File: src/rtl/fetch_pc_unit.sv
// Instruction-fetch stage: owns the PC, fetches over a req/ready handshake,
// holds the instruction until the datapath acknowledges, then selects the next PC.
module fetch_pc_unit #(
    parameter logic [31:0] RESET_PC = 32'h0040_0000
) (
    input  logic        clk,
    input  logic        rst,
    output logic        imem_req,
    output logic [31:0] imem_addr,
    input  logic        imem_ready,
    input  logic [31:0] imem_rdata,
    output logic [31:0] instr,
    output logic [31:0] pc,
    output logic [31:0] pc_plus4,
    output logic        instr_valid,
    input  logic        instr_ack,
    input  logic        branch_taken,
    input  logic        jump_en,
    input  logic        jr_en,
    input  logic [31:0] rs_data,
    output logic        misalign
);

    typedef enum logic [1:0] {IDLE, FETCH, HOLD, FAULT} state_t;

    state_t      r_state;
    logic [31:0] r_pc;
    logic [31:0] r_instr;
    logic        r_req;
    logic        r_valid;
    logic        r_misalign;

    logic [31:0] w_pc_plus4;
    logic [31:0] w_br_off;
    logic [31:0] w_jump_tgt;
    logic [31:0] w_next_pc;

    assign w_pc_plus4 = r_pc + 32'd4;
    assign w_br_off   = {{14{r_instr[15]}}, r_instr[15:0], 2'b00};
    assign w_jump_tgt = {w_pc_plus4[31:28], r_instr[25:0], 2'b00};

    // Fixed priority: jr over jump over branch over sequential.
    always_comb begin
        w_next_pc = w_pc_plus4;
        if (jr_en)
            w_next_pc = rs_data;
        else if (jump_en)
            w_next_pc = w_jump_tgt;
        else if (branch_taken)
            w_next_pc = w_pc_plus4 + w_br_off;
    end

    always_ff @(posedge clk or posedge rst) begin
        if (rst) begin
            r_state    <= IDLE;
            r_pc       <= RESET_PC;
            r_instr    <= 32'd0;
            r_req      <= 1'b0;
            r_valid    <= 1'b0;
            r_misalign <= 1'b0;
        end else begin
            case (r_state)
                IDLE: begin
                    r_state <= FETCH;
                    r_req   <= 1'b1;
                end
                FETCH: begin
                    if (imem_ready) begin
                        r_instr <= imem_rdata;
                        r_state <= HOLD;
                        r_req   <= 1'b0;
                        r_valid <= 1'b1;
                    end
                end
                HOLD: begin
                    if (instr_ack) begin
                        r_valid <= 1'b0;
                        if (w_next_pc[1:0] == 2'b00) begin
                            r_pc    <= w_next_pc;
                            r_state <= FETCH;
                            r_req   <= 1'b1;
                        end else begin
                            r_state    <= FAULT;
                            r_misalign <= 1'b1;
                        end
                    end
                end
                FAULT: begin
                    r_req      <= 1'b0;
                    r_valid    <= 1'b0;
                    r_misalign <= 1'b1;
                end
                default: begin
                    r_state <= IDLE;
                    r_req   <= 1'b0;
                    r_valid <= 1'b0;
                end
            endcase
        end
    end

    assign imem_req    = r_req;
    assign imem_addr   = r_pc;
    assign pc          = r_pc;
    assign pc_plus4    = w_pc_plus4;
    assign instr       = r_instr;
    assign instr_valid = r_valid;
    assign misalign    = r_misalign;

endmodule

File: config.mk
export PLATFORM = sky130hd
export DESIGN_NAME = fetch_pc_unit
export DESIGN_NICKNAME = d
export VERILOG_FILES = /design/src/rtl/fetch_pc_unit.sv
export SDC_FILE = /design/constraint.sdc
export NUM_CORES = 1
export LEC_CHECK = 0
export ABC_CLOCK_PERIOD_IN_PS = 4100
export CAP_MARGIN = 10
export CORE_ASPECT_RATIO = 0.8
export CORE_MARGIN = 2
export CORE_UTILIZATION = 47
export DETAILED_ROUTE_END_ITERATION = 16
export PLACE_DENSITY = 0.83
export SLEW_MARGIN = 20
export SYNTH_ARGS = -nofsm -noshare
export SYNTH_HDL_FRONTEND = slang
export SYNTH_SLANG_ARGS = --single-unit
export TNS_END_PERCENT = 100
File: constraint.sdc
create_clock -name clk -period 4.1 [get_ports clk]
set_input_delay 0.41 -clock clk [delete_from_list [all_inputs] [get_ports clk]]
set_output_delay 0.41 -clock clk [all_outputs]
set_load 0.1 [all_outputs]
# [After elaboration in Yosys (flattened, before gate mapping)]
# Cells that the tools add are included.
[word_totals] reg_bits=69 elab_cells=43 out_inout_bits=131 inputBits=71
[classes] reduce_logical=11 muxes=17 n_eq_ne=7 n_addsub=2
[op_table] cell="$mux W32" count=3
[op_table] cell="$add A32 B3 Y32 const B" count=1
[op_table] cell="$add A32 B32 Y32" count=1
[op_table] cell="$reduce_and A3 Y1" count=5
[op_table] cell="$ne A2 B2 Y1 const B" count=4
[op_table] cell="$mux W1" count=7
[op_table] cell="$mux W2" count=3
[op_table] cell="$pmux W2 S3" count=1
[op_table] cell="$reduce_bool A3 Y1" count=2
[op_table] cell="$eq A2 B2 Y1 const B" count=2
[op_table] cell="$logic_not A2 Y1" count=2
[op_table] cell="$pmux W1 S4" count=1
[op_table] cell="$pmux W1 S3" count=1
[op_table] cell="$eq A2 B1 Y1 const B" count=1
[op_table] cell="$pmux W1 S2" count=1
[op_table] cell="$reduce_and A2 Y1" count=1
[op_table] cell="$reduce_bool A2 Y1" count=1

# [Longest topological paths before layout]
[logic_depth] word_depth=9 mapped_depth=17 mapped_depth_nobuf=17

# [Worst setup path before layout]
# Ideal clock, no wire load.
[synth_path] kind="reg-to-reg" start="register r_pc[2], in the netlist imem_addr[2]" end="register r_pc[31], in the netlist imem_addr[31]" path_stages_with_launch=18 setup_ns=0.094 t_required_ns=4.006 arrival_time_ns=6.085 path_slack_ns=-2.079 cell_sequence="dfrtp_1 ha_1 nand3_1 nor2_1 and3_1 and3_1 nand2_1 xnor2_1 ha_1 a21o_1 a21o_1 a21o_1 a31oi_1 o21ai_0 o41ai_4 xnor2_1 and3_4 o31ai_2"
[synth_via] elab_chain_cells=5
[synth_rtl] item="start, declared" line="27" text="logic [31:0] r_pc;"
[synth_rtl] item="start signal, assigned" line="79" text="r_pc <= w_next_pc;"
[synth_rtl] item="$add A32 B3 Y32" line="38" text="assign w_pc_plus4 = r_pc + 32'd4;"
[synth_rtl] item="net pc_plus4[22]" line="14" text="output logic [31:0] pc_plus4,"
[synth_rtl] item="$add A32 B32 Y32" line="50" text="w_next_pc = w_pc_plus4 + w_br_off;"
[synth_rtl] item="$mux W32" line="49" text="else if (branch_taken)"
[synth_rtl] item="$mux W32" line="47" text="else if (jump_en)"
[synth_rtl] item="$mux W32" line="45" text="if (jr_en)"
# The timed path passes the listed nets, and every way through them passes these cells.
# A chain may end at the register's enable or synchronous reset.

# [Final worst setup path]
[layout_path] start="register r_pc[2], in the netlist imem_addr[2]" end="register r_pc[25], in the netlist imem_addr[25]"
[layout_via] elab_chain_cells=5
[layout_rtl] item="$add A32 B3 Y32 *" line="38"
[layout_rtl] item="$add A32 B32 Y32" line="50"
[layout_rtl] item="$mux W32 *" line="49"
[layout_rtl] item="$mux W32 *" line="47"
[layout_rtl] item="$mux W32 *" line="45"
# Mark *: on every way between the ends. The rest lies on a longest branch, timed or not.

==> metrics.csv <==
stage;metric;value;unit
grt;grt_use_total;30.0;%
timing;worst_slack;179;ps
setup_path;endpoint_kind;flip-flop;
floorplanning;start_util;47.8;%
routing;dr.pass1.iters;5;
timing;fmax;255;MHz
timing;final-hold-violation-count;0;
setup_path;crit_chain;ha_4 -> nand3_4 -> nor2_4 -> and3_4 -> nand4_1 -> xnor2_4 -> ha_1 -> a21o_2 -> a211o_1 -> a221oi_4 -> a21oi_2 -> and3_1 -> or3_1 -> a311oi_1 -> o31ai_1;
clock_tree;htreeDepth;3;
routing;first_iter_violations;447;
yosys;synth-seq-cells;69;
yosys;synth_top_family_by_area;compound AO/OA/AOI/OAI gates;
yosys;synth-xor-area-share;6.98;%
setup_path;cp_num_buf_inv;0;
placement;hpwl;15000;um
timing;setup_viol;0;
timing;period_share;95.6;%
clock_tree;hold_buffers;0;
routing;drc;0;
timing;worst_slew_pin_slew;1000;ps
yosys;synth_compound_area_share;22.3;%
routing;wirelength;19600;um
grt;grt_pass1_vias;5607;
timing;min_period;3920;ps
grt;grt_max_degree;70;
yosys;ys.flop_type;dfrtp_1;
setup_path;slowest_stage;dfrtp_2;
worst_hold_path;hold_path_class;flip-flop to flip-flop;
floorplanning;core.rowCount;36;
final_layout;fin_cells;992;
yosys;synth_cell_type_count;69;
yosys;ys_warn_count;0;
yosys;syn-num-nets;781;
grt;grt_pass1_wl;30400;um
placement;gp_congestion;0.945;
floorplanning;die_height;103;um
setup_path;startpoint_type;flip-flop;
routing;wl_per_cell;19.8;um
clock_tree;insertion_delay;350;ps
yosys;synth-simple-area-share;17.1;%
setup_path;crit_fanout;7;
setup_path;critical-path-top-delay-family;compound AO/OA/AOI/OAI gates;
placement;dpl_worst_slack;142;ps
yosys;syn_area;5770;um2
yosys;syn_inst;668;
grt;antenna_found_initial;0;
routing;ant_nets;0;
clock_tree;cts.path.max_buffers;2;
floorplanning;floorplan.die_area;13200;um2
setup_path;required;4320;ps
timing;slew_headroom;33.1;%
placement;io_buffers;201;
clock_tree;cts_buffers;9;
timing;rsz0062_at_grt;no;
clock_tree;clk_pin_slew;60;ps
yosys;ys_seq_area_share;29.9;%
setup_path;crit_type;flip-flop to flip-flop;
job;cap_violations;0;
timing;drv_slew;0;
clock_tree;clock_sinks;69;
floorplanning;die_width;128;um
final_layout;drive_above_1_share;19.4;%
timing;clock-skew-final;11.7;ps
status;status;finished, final reports clean;
setup_path;crit_path_max_incr_delay;450;ps
floorplanning;io_pins;202;
routing;viasPerCell;5.90;
routing;via_count;5855;
grt;gr-total-overflow;0;
yosys;ys_async_sr_fraction;100;%
yosys;yosys.area_share.adder;9.23;%
clock_tree;cts.root.buffer_cell;clkbuf_16;
setup_path;crit_arrival;4150;ps
final_layout;syn2layout_area_growth;48.7;%
placement;place_inst;975;
final_layout;antenna_cells;0;
yosys;muxShareOfSynthArea;7.11;%
timing;fin_hold_ws;504;ps
yosys;synth-edff-count;0;
clock_tree;cts_tree;built;
final_layout;nNetsFinal;948;
floorplanning;coreArea;12100;um2
yosys;avgSynthCellArea;8.64;um2
## stage by stage
stage	TNS, ps	cell area, um2	utilization (%)
floorplan	-1700	6350	-
global placement	0	8250	68.4
detailed placement	0	8250	68.4
CTS	0	8580	71.0
global route	0	8580	71.1
finish	0	8580	71.1
## sequential cells by signal, indices dropped and copies added (netlist names)
register     flops
imem_addr       32
instr           32
imem_req         1
r_state          2
instr_valid      1
misalign         1
## synthesized netlist by cell type (all sizes together), types with 5 or more instances
master,count,area [um2]
a21o,17,138
o22ai,7,43.8
and4,5,43.8
a211oi,11,82.6
and3,27,175
ha,41,513
nand2,60,225
a31oi,5,31.3
dfrtp,68,1700
mux2i,5,50.1
o21a,5,37.5
nor3,13,70.1
mux2,32,360
nand4,5,31.3
inv,15,56.3
o31ai,9,72.6
clkbuf,24,90.1
xnor2,29,254
xor2,17,149
o21ai,43,215
nor2,51,191
a21oi,54,274
and2,10,62.6
o211ai,5,37.5
buf,38,270
nand3,16,80.1
## what timing repair did
action,CTS,global route
buffers inserted,0,1
setup endpoints to repair,0,6
gates resized for setup,0,2
## final timing paths
path / depth (start not counted) / to / slack (ps) / startpoint
min: 1 / instr[27] / 500 / instr[27]
min reg2reg: 1 / instr[27] / 500 / instr[27]
max reg2reg: 15 / imem_addr[25] / 180 / imem_addr[2]
max in group asynchronous: 3 / imem_addr[19] / 2750 / rst
max: 15 / imem_addr[25] / 180 / imem_addr[2]
min in group asynchronous: 3 / misalign / 650 / rst
## final cells by class
class | count | area [um2]
inverter | 16 | 60.1
tap | 152 | 190
fill | 887 | 3490
timing repair buffer | 218 | 2090
sequential | 69 | 1750
clock buffer | 12 | 267
clock inverter | 4 | 55.1
multi-input combinational | 521 | 4180
## placed cells by master, fill, tap and decap left out, types with 5 or more instances in the layout
cell / count
a211oi_1: 11
a21o_1: 14
a21oi_1: 52
a31oi_1: 5
and2_1: 10
and3_1: 24
and4_1: 5
buf_4: 38
clkbuf_16: 9
clkdlybuf4s50_1: 180
dfrtp_1: 50
dfrtp_2: 18
ha_1: 38
inv_1: 14
mux2_2: 32
mux2i_1: 5
nand2_1: 57
nand3_1: 13
nand4_1: 5
nor2_1: 50
nor3_1: 12
o211ai_1: 5
o21a_1: 5
o21ai_0: 41
o22ai_1: 7
o31ai_1: 8
xnor2_1: 12
xnor2_2: 5
xnor2_4: 12
xor2_1: 7
xor2_4: 9
## routing by layer
layer	routed length (um)	track usage, %
met5	0	0
met1	8880	41.6
met4	258	9.04
met2	8740	46.9
met3	1720	7.37
## logic make-up after synthesis
family	count (synthesis)
and+or+nand+nor	203
AOI/OAI and AO/OA	193
buffers and inverters	78
DFF	69
xor gates and xnor gates	46
adders and majority gates	42
muxes	37
Power is left out: the tool's default activity adds up to more than one toggle a clock period on the data nets, which glitch-free logic cannot reach.
